`config.mk`:
```
export PLATFORM = sky130hd
export DESIGN_NAME = satp_update_sequencer
export DESIGN_NICKNAME = d
export VERILOG_FILES = /design/src/rtl/harvos_satp_pkg.sv /design/src/rtl/tlb_flush_tracker.sv /design/src/rtl/satp_update_sequencer.sv
export SDC_FILE = /design/constraint.sdc
export NUM_CORES = 1
export LEC_CHECK = 0
export CORE_ASPECT_RATIO = 1.75
export CORE_MARGIN = 1.5
export CORE_UTILIZATION = 40
export CTS_CLUSTER_DIAMETER = 50
export DETAILED_ROUTE_END_ITERATION = 10
export GPL_TIMING_DRIVEN = 0
export PLACE_DENSITY = 0.73
export SLEW_MARGIN = 0
export SYNTH_ARGS = -nofsm -noshare
export SYNTH_HDL_FRONTEND = slang
export SYNTH_HIERARCHICAL = 1
export SYNTH_SLANG_ARGS = --single-unit
```
`constraint.sdc`:
```
create_clock -name clk -period 2.3 [get_ports clk]
set_input_delay 0.23 -clock clk [delete_from_list [all_inputs] [get_ports clk]]
set_output_delay 0.23 -clock clk [all_outputs]
set_load 0.005 [all_outputs]
```
`src/rtl/harvos_satp_pkg.sv`:
```
// Shared satp field layout, the single supported translation MODE and the
// sequencer state encoding.
package harvos_satp_pkg;

    localparam int SATP_PPN_LSB  = 0;
    localparam int SATP_PPN_W    = 22;
    localparam int SATP_ASID_LSB = SATP_PPN_LSB + SATP_PPN_W;
    localparam int SATP_ASID_W   = 6;
    localparam int SATP_MODE_LSB = SATP_ASID_LSB + SATP_ASID_W;
    localparam int SATP_MODE_W   = 4;
    localparam int SATP_CTX_W    = SATP_ASID_W + SATP_PPN_W;

    localparam logic [SATP_MODE_W-1:0] SATP_MODE_SV = 4'd1;

    typedef enum logic [2:0] {
        SEQ_IDLE,
        SEQ_DRAIN,
        SEQ_FLUSH,
        SEQ_COMMIT,
        SEQ_ABORT
    } satp_seq_state_e;

    // Translation context (ASID+PPN) is everything below MODE.
    function automatic logic [31:0] satp_pack(input logic [SATP_MODE_W-1:0] mode,
                                              input logic [SATP_CTX_W-1:0]  ctx);
        return {mode, ctx};
    endfunction

endpackage

```
`src/rtl/tlb_flush_tracker.sv`:
```
// Request/acknowledge bookkeeping for one TLB's global flush: holds the
// request level until the first ack and remembers that the ack arrived.
module tlb_flush_tracker (
    input  logic clk,
    input  logic rst_n,
    input  logic start,
    input  logic abort,
    input  logic ack,
    output logic req,
    output logic acked
);

    logic req_q, req_d;
    logic acked_q, acked_d;

    always_comb begin
        req_d   = req_q;
        acked_d = acked_q;
        if (start) begin
            req_d   = 1'b1;
            acked_d = 1'b0;
        end else if (abort) begin
            req_d   = 1'b0;
            acked_d = 1'b0;
        end else if (req_q && ack) begin
            req_d   = 1'b0;
            acked_d = 1'b1;
        end
    end

    // NOTE: non-blocking assignments keep every flop sampling pre-edge values.
    always_ff @(posedge clk or negedge rst_n) begin
        if (!rst_n) begin
            req_q   <= 1'b0;
            acked_q <= 1'b0;
        end else begin
            req_q   <= req_d;
            acked_q <= acked_d;
        end
    end

    assign req = req_q;
    // A same-cycle ack already counts, so both sides can finish in one FLUSH cycle.
    assign acked = acked_q | (req_q & ack);

endmodule

```
`src/rtl/satp_update_sequencer.sv`:
```
// Owns the architectural satp: drains the pipeline and flushes both TLBs
// before a changed translation context is committed.
module satp_update_sequencer
    import harvos_satp_pkg::*;
#(
    parameter logic [31:0] SATP_RESET    = 32'h1000_0000,
    parameter logic [3:0]  SV_MODE       = SATP_MODE_SV,
    parameter int          FLUSH_TIMEOUT = 64
) (
    input  logic        clk,
    input  logic        rst_n,
    input  logic        wr_valid,
    output logic        wr_ready,
    input  logic [31:0] wr_wdata,
    output logic        drain_req,
    input  logic        pipe_empty,
    output logic        itlb_flush_req,
    input  logic        itlb_flush_ack,
    output logic        dtlb_flush_req,
    input  logic        dtlb_flush_ack,
    output logic [31:0] satp_q,
    output logic        done,
    output logic        reject,
    output logic        err,
    output logic        busy
);

    localparam int               CNT_W    = $clog2(FLUSH_TIMEOUT) + 1;
    localparam logic [CNT_W-1:0] CNT_LAST = CNT_W'(FLUSH_TIMEOUT - 1);

    satp_seq_state_e  state_q, state_d;
    logic [31:0]      pending_q, pending_d, satp_d;
    logic             rej_q, rej_d;
    logic [CNT_W-1:0] cnt_q, cnt_d;
    logic             done_q, done_d, reject_q, reject_d, err_q, err_d;
    logic             flush_start, flush_clear;
    logic             itlb_acked, dtlb_acked;

    always_comb begin
        state_d     = state_q;
        pending_d   = pending_q;
        rej_d       = rej_q;
        satp_d      = satp_q;
        cnt_d       = '0;
        flush_start = 1'b0;
        flush_clear = 1'b0;
        unique case (state_q)
            SEQ_IDLE: begin
                if (wr_valid) begin
                    pending_d = satp_pack(SV_MODE, wr_wdata[SATP_CTX_W-1:0]);
                    rej_d     = wr_wdata[SATP_MODE_LSB +: SATP_MODE_W] != SV_MODE;
                    // A MODE-only change leaves translations intact: no flush.
                    state_d   = (pending_d[SATP_CTX_W-1:0] != satp_q[SATP_CTX_W-1:0])
                                ? SEQ_DRAIN : SEQ_COMMIT;
                end
            end
            SEQ_DRAIN: begin
                if (pipe_empty) begin
                    state_d     = SEQ_FLUSH;
                    flush_start = 1'b1;
                end
            end
            SEQ_FLUSH: begin
                cnt_d = cnt_q + 1'b1;
                // Timeout wins even over an ack landing on the last cycle.
                if (cnt_q == CNT_LAST) begin
                    state_d     = SEQ_ABORT;
                    flush_clear = 1'b1;
                    cnt_d       = '0;
                end else if (itlb_acked && dtlb_acked) begin
                    state_d     = SEQ_COMMIT;
                    flush_clear = 1'b1;
                    cnt_d       = '0;
                end
            end
            SEQ_COMMIT: begin
                satp_d  = pending_q;
                state_d = SEQ_IDLE;
            end
            SEQ_ABORT: state_d = SEQ_IDLE;
            default:   state_d = SEQ_IDLE;
        endcase
        done_d   = (state_d == SEQ_COMMIT) || (state_d == SEQ_ABORT);
        reject_d = done_d && rej_d;
        err_d    = (state_d == SEQ_ABORT);
    end

    always_ff @(posedge clk or negedge rst_n) begin
        if (!rst_n) begin
            state_q   <= SEQ_IDLE;
            pending_q <= '0;
            rej_q     <= 1'b0;
            cnt_q     <= '0;
            satp_q    <= SATP_RESET;
            done_q    <= 1'b0;
            reject_q  <= 1'b0;
            err_q     <= 1'b0;
        end else begin
            state_q   <= state_d;
            pending_q <= pending_d;
            rej_q     <= rej_d;
            cnt_q     <= cnt_d;
            satp_q    <= satp_d;
            done_q    <= done_d;
            reject_q  <= reject_d;
            err_q     <= err_d;
        end
    end

    tlb_flush_tracker u_itlb (
        .clk   (clk),
        .rst_n (rst_n),
        .start (flush_start),
        .abort (flush_clear),
        .ack   (itlb_flush_ack),
        .req   (itlb_flush_req),
        .acked (itlb_acked)
    );

    tlb_flush_tracker u_dtlb (
        .clk   (clk),
        .rst_n (rst_n),
        .start (flush_start),
        .abort (flush_clear),
        .ack   (dtlb_flush_ack),
        .req   (dtlb_flush_req),
        .acked (dtlb_acked)
    );

    assign wr_ready  = (state_q == SEQ_IDLE);
    assign busy      = (state_q != SEQ_IDLE);
    assign drain_req = (state_q == SEQ_DRAIN) || (state_q == SEQ_FLUSH);
    assign done      = done_q;
    assign reject    = reject_q;
    assign err       = err_q;

endmodule

```
==> metrics.cfg, run 1 <==
[status]
status = finished, violations left
violations = design-rule violations

[floorplan]
core_area_um2 = 7963
die_area_um2 = 8834
start_util_pct = 41.48
die_width_um = 71.70
row_count = 43
ios = 78
die_h_um = 123.2

[routing]
drtIter0Drc = 96
route.met2.wl_um = 3616
first_pass_iters = 7
vias_per_cell = 4.951
drc_errors = 6
top_layer = met4
drt-total-wl_um = 6696
via_count = 2104
wl_met3_um = 235
wl_per_cell_um = 15.76
antenna_left = 0
route.layer.met1.wl_um = 2674

[critical_path]
ff2ff_path_depth = 6
required_ns = 2.55
path_class = flip-flop to flip-flop
crit_path_max_incr_delay_ns = 0.42
cp.depth = 6
cp-start-kind = flip-flop
crit_slowest_cell = nor4b_4
critPathCaptureType = flip-flop
crit_buf_inv = 1
critPathArrivalTime_ns = 2.29
critPathTopFamily = simple AND/OR/NAND/NOR gates
path_cells = buf_2 > nor4b_4 > nand4_1 > nor4_2 > a211oi_1 > nor3b_2
cp_max_fo = 8

[synth]
yosys-top-cells-count = dfrtp_1, mux2_2, xnor2_1
ys_seq_area_share_pct = 57.61
async_flop_share_pct = 100.0
synth_cells = 241
ys_types = 36
avgSynthCellArea_um2 = 13.71
ys_ff_latch = 76
yosys.area.top_type = dfrtp_1
synth_area_leaders = dfrtp_1, mux2_2, xnor2_1, nor2_1, nand4_1
yosys.area.top_type_share_pct = 56.82
syn_area_um2 = 3303
yosysMostFrequentCell = dfrtp_1
yosys_warnings = 6
synth_edf_count = 0
synth_flop_cell = dfrtp_1

[power_and_ir_drop]
p_leak_nw = 1.850
power_density_nw_per_um2 = 1303
ir_drop_v = 0.0007987

[clock_tree]
cts_inserted_buffers = 9
clk_pin_slew_worst_paths_ns = 0.06
cts_tree = built
clock_latency_ns = 0.33
cts-root-buf = clkbuf_16
clockBufferDepth = 2
cts_num_sinks = 76
cts_setup_buffers = 0
cts-resized-gates = 0
holdBufCountCts = 1
cts_max_level = 3

[placed_design]
portBuffers = 74
gp_congestion = 0.7905
dp_hpwl_um = 4903

[hold_path]
hp-class = input pin to asynchronous set/reset pin

[flow_run]
max_cap_viol_count = 0

[global_routing]
antenna_found_initial = 0
grt_pass1_wl_um = 10740
track_usage_pct = 16.50
first_global_vias = 2160
grt-ovfl-total = 0
grt_max_degree = 65

[cells_and_area]
fin_nets = 369
drive_gt1_share_pct = 27.16
diodes = 0
area_delta_synth_final_pct = 35.38
utilization_pct = 56.16

[timing]
finalSetupViolations = 0
rsz0062_at_grt = no
skew_ns = 0.007821
post-route-min-period_ns = 2.037
worst_slew_pin_slew_ns = 0.8083
hold_violations = 0
slew_headroom_pct = 45.70
fin_crit_sh_pct = 88.56
max_freq_ghz = 0.4909
slew_viol_final = 0
holdWs_ns = 0.2959

[power breakdown]
part / switching, mW / internal [mW]
combinational: 0.794 / 1.45
sequential: 0.382 / 1.93
clock: 0.512 / 0.757
total: 1.69 / 4.14
[metal layers]
layer,GRT usage [%],up-vias
met5,0,-
met4,9.552,0
met1,19.45,1038
li1,-,1006
met2,28.18,50
met3,2.526,10
[metrics by stage]
stage / area (µm²) / worst slack [ns] / cells / setup TNS, ns / power [mW]
finish: 4472 / 0.2631 / 425 / 0 / 5.826
global route: 4472 / 0.1018 / 425 / 0 / 6.200
CTS: 4472 / 0.2564 / 425 / 0 / 5.914
detailed placement: 4189 / 0.1432 / 408 / 0 / 4.614
global placement: 4164 / -1.501 / 407 / -112.70 / 4.534
floorplan: 3311 / 0.5762 / 243 / 0 / 3.546
[worst register-to-register path, stage by stage (launching register included)]
cell      delay [ns]
dfrtp_1         0.35
buf_2           0.18
nor4b_4         0.42
nand4_1         0.18
nor4_2          0.42
a211oi_1        0.19
nor3b_2         0.22
[cells by family (layout without fill, tap and decap cells)]
group,Yosys count,after routing,synth area share (%)
AO/OA/AOI/OAI,8,8,1.818
XOR/XNOR,33,33,8.750
adder cells (fa/ha/maj),1,1,0.3787
buffers and inverters,14,106,2.197
flip-flops,76,76,57.61
multiplexers,58,58,19.73
other,1,3,0.1135
AND/OR/NAND/NOR,50,50,9.394
[flip-flops by register name (all words and copies together), names as in the netlist]
name and cells:
reject 1, cnt_q 7, state_q 3, satp_q 29, u_itlb/req 1, rej_q 1
err 1, pending_q 29, done 1, u_dtlb/acked_q 1, u_itlb/acked_q 1, u_dtlb/req 1
[cell usage in the layout (no fill, tap or decap), types with 2 or more instances in the layout]
cell / instances
a21o_1: 2
a21oi_1: 2
buf_2: 7
buf_4: 4
clkbuf_1: 3
clkbuf_16: 9
clkdlybuf4s50_1: 73
clkinv_2: 2
conb_1: 3
dfrtp_1: 75
inv_1: 3
mux2_2: 57
nand2_1: 7
nand3_1: 3
nand4_1: 7
nor2_1: 13
nor3b_1: 3
nor3b_2: 3
or2_1: 2
or3_1: 2
xnor2_1: 31
xor2_1: 2
[area by class of cell]
class / count / area (µm²)
fillers: 678 / 3491
multi-input cells: 153 / 1335
inverters: 3 / 11.26
plain buffers: 11 / 61.31
repair buffers: 76 / 775.7
clock buffers: 12 / 246.5
flip-flops and latches: 76 / 1903
clock inverters: 4 / 26.28
well taps: 90 / 112.6
[path summary, 6_finish.rpt]
kind | start | to | slack (ns)
min in group clk | pending_q[28]$_DFFE_PN0P_ | pending_q[28]$_DFFE_PN0P_ | 0.46
hold reg to reg | pending_q[28]$_DFFE_PN0P_ | pending_q[28]$_DFFE_PN0P_ | 0.46
max in group asynchronous | rst_n | satp_q[28]$_DFFE_PN1N_ | 1.41
setup reg to reg | state_q[0]$_DFF_PN0_ | reject$_DFF_PN0_ | 0.26
setup / recovery | state_q[0]$_DFF_PN0_ | reject$_DFF_PN0_ | 0.26
hold / removal | rst_n | satp_q[16]$_DFFE_PN0N_ | 0.30
No activity file was read; power rests on OpenSTA's default activity.
==> inputs of run 2 (changes only) <==
Settings changed: RECOVER_POWER set to 25.
==> run 2 against run 1 <==
The run still ends with design-rule violations left. Total power is 0.15% lower. Worst setup slack better by 0.0018 ns. Core utilization is 0.30 points lower. Register-to-register slack hardly changed. Count of clock-buffer cells in the layout stayed put. Routed wire length is 0.12% lower. Clock skew hardly changed. Sequential power hardly changed. Clock power hardly changed. Via count hardly changed. First-iteration DRC count is 10% higher. Design area is 0.53% lower. Critical endpoint unchanged.
==> metrics.cfg, run 2 (synthesized netlist as in run 1, its figures left out) <==
[status]
status = finished, violations left
violations = design-rule violations

[floorplan]
die_width_um = 71.70  ; unchanged
die_area_um2 = 8834  ; unchanged
start_util_pct = 41.48  ; unchanged
core_area_um2 = 7963  ; unchanged
die_h_um = 123.2  ; unchanged
row_count = 43  ; unchanged
ios = 78  ; unchanged

[clock_tree]
cts_inserted_buffers = 9  ; unchanged
cts_num_sinks = 76  ; unchanged
cts-root-buf = clkbuf_16
cts_tree = built
clk_pin_slew_worst_paths_ns = 0.06  ; about the same
cts_setup_buffers = 0  ; unchanged
clock_latency_ns = 0.33  ; about the same
cts_max_level = 3  ; unchanged
clockBufferDepth = 2  ; unchanged

[timing]
rsz0062_at_grt = no
worst_slew_pin_slew_ns = 0.8515  ; +0.04321 ns
max_freq_ghz = 0.4914  ; about the same
post-route-min-period_ns = 2.035  ; -0.001797 ns
skew_ns = 0.007893  ; +0.00007205 ns
slew_viol_final = 0  ; unchanged
finalSetupViolations = 0  ; unchanged
fin_crit_sh_pct = 88.48  ; about the same
holdWs_ns = 0.4611  ; +0.1653 ns
hold_violations = 0  ; unchanged
slew_headroom_pct = 43.23  ; -2.5 points

[placed_design]
portBuffers = 74  ; unchanged
gp_congestion = 0.7905  ; unchanged
dp_hpwl_um = 4903  ; unchanged

[critical_path]
crit_path_end = reject$_DFF_PN0_
critPathArrivalTime_ns = 2.29  ; about the same
crit_path_max_incr_delay_ns = 0.42  ; about the same
timing.rr.start = state_q[0]$_DFF_PN0_
cp_max_fo = 8  ; unchanged
cp-start-kind = flip-flop
crit_slowest_cell = nor4b_4
ff2ff_path_depth = 6  ; unchanged
path_cells = buf_2 > nor4b_4 > nand4_1 > nor4_2 > a211oi_1 > nor3b_2
required_ns = 2.55  ; about the same
path_class = flip-flop to flip-flop
crit_start = state_q[0]$_DFF_PN0_
r2r_slack_ns = 0.26  ; about the same
reg2reg_to = reject$_DFF_PN0_
critPathCaptureType = flip-flop

[cells_and_area]
seq_area_um2 = 1903  ; unchanged
final_cell_mix = dfrtp_1, clkdlybuf4s50_1, mux2_2, xnor2_1, nor2_1
fin_nets = 369  ; unchanged
filler_cell_count = 682  ; +0.59%
largestRegisters = pending_q (29), satp_q (29), cnt_q (7)
final_common_cell = dfrtp_1
multi_input_area_um2 = 1335  ; unchanged
area_delta_synth_final_pct = 34.66
utilization_pct = 55.86  ; -0.30 points
diodes = 0  ; unchanged
drive_gt1_share_pct = 26.87  ; -0.30 points

[routing]
drtIter0Drc = 106  ; +10%
first_pass_iters = 7  ; unchanged
antenna_left = 0  ; unchanged
drt-total-wl_um = 6688  ; -0.12%
via_count = 2103  ; -0.048%
drc_errors = 6  ; unchanged
vias_per_cell = 4.948  ; about the same
wl_per_cell_um = 15.74  ; -0.12%

[hold_path]
hp-class = flip-flop to flip-flop

[power_and_ir_drop]
p_leak_nw = 1.838  ; -0.63%
p_clk_share_pct = 21.8  ; about the same
intPower_mw = 4.133  ; -0.12%
ir_drop_v = 0.0007980  ; about the same
power_density_nw_per_um2 = 1308  ; +0.39%
combinationalPowerShare_pct = 38.5  ; about the same
p_seq_share_pct = 39.7  ; about the same
swShare_pct = 28.96  ; about the same
p_sw_mw = 1.685  ; -0.21%

[global_routing]
antenna_found_initial = 0  ; unchanged
grt_max_degree = 65  ; unchanged
track_usage_pct = 16.50  ; unchanged
grt-ovfl-total = 0  ; unchanged
grt_pass1_wl_um = 10740  ; unchanged
first_global_vias = 2160  ; unchanged

[flow_run]
max_cap_viol_count = 0  ; unchanged

[run 2: cell count changes in the layout (fill, tap and decap cells not counted)]
cell | previous run | this run
buf_16 | 1 | 0
clkbuf_1 | 3 | 4
buf_4 | 4 | 3
clkbuf_4 | 0 | 1
[run 2: layout make-up]
cell class	instances	area share, %
Clock buffer	12	5.541
Buffer	11	1.378
Clock inverter	4	0.5907
Inverter	3	0.2532
Tap cell	90	2.532
Sequential cell	76	42.78
Timing Repair Buffer	76	16.91
Multi-Input combinational cell	153	30.01
[run 2: how the worst min path moves through the flow]
stage | cells after the start | end | slack, ns | startpoint
after floorplan | 0 | cnt_q[0]$_DFF_PN0_ | -0.07 | rst_n
after global placement | 1 | cnt_q[0]$_DFF_PN0_ | 0.45 | cnt_q[0]$_DFF_PN0_
after detailed placement | 1 | pending_q[16]$_DFFE_PN0P_ | 0.1 | rst_n
after CTS | 2 | satp_q[17]$_DFFE_PN0N_ | 0.28 | rst_n
after global routing | 1 | cnt_q[0]$_DFF_PN0_ | 0.50 | cnt_q[0]$_DFF_PN0_
final | 1 | pending_q[28]$_DFFE_PN0P_ | 0.46 | pending_q[28]$_DFFE_PN0P_
[run 2: what timing repair did]
| action | in CTS | in global routing |
|---|---|---|
| endpoints found under the hold margin | 12 | 0 |
| resized for setup | 0 | 0 |
| hold buffers | 1 | 0 |
[run 2: metrics by stage]
step / TNS, ns / cell area (µm²) / power [mW] / std cells / setup slack [ns]
after floorplan: 0 / 3311 / 3.546 / 243 / 0.5762
after global placement: -112.70 / 4164 / 4.534 / 407 / -1.501
after detailed placement: 0 / 4189 / 4.614 / 408 / 0.1432
after CTS: 0 / 4472 / 5.914 / 425 / 0.2564
after global routing: 0 / 4448 / 6.194 / 425 / 0.1018
final: 0 / 4448 / 5.818 / 425 / 0.2649
[run 2: power by group through the flow]
| stage | clock network (mW) | logic, mW | registers, mW |
|---|---|---|---|
| after detailed placement | 0 | 2.27 | 2.34 |
| final | 1.27 | 2.24 | 2.31 |
| after CTS | 1.30 | 2.29 | 2.32 |
| after floorplan | 0 | 1.26 | 2.28 |
| after global placement | 0 | 2.23 | 2.31 |
| after global routing | 1.36 | 2.44 | 2.39 |
[run 2: worst max-delay path: cells and delay by family, from the launching register on]
kind,cells,cell delay (ns)
simple gates,4,1.24
flops,1,0.35
compound gates,1,0.19
buf+inv,1,0.18
[run 2: metal layers]
| metal | global-route usage [%] | up-vias | part of all wire [%] |
|---|---|---|---|
| li1 | - | 1005 | - |
| met1 | 19.45 | 1038 | 40 |
| met2 | 28.18 | 50 | 54 |
| met3 | 2.526 | 10 | 3.7 |
| met4 | 9.552 | 0 | 2.5 |
| met5 | 0 | - | 0 |
==> inputs of run 3 (changes only) <==
Settings changed: CTS_CLUSTER_DIAMETER 50 to 120.
==> results of run 3 <==
Final layout, timing and power as in run 2 (identical DEF).
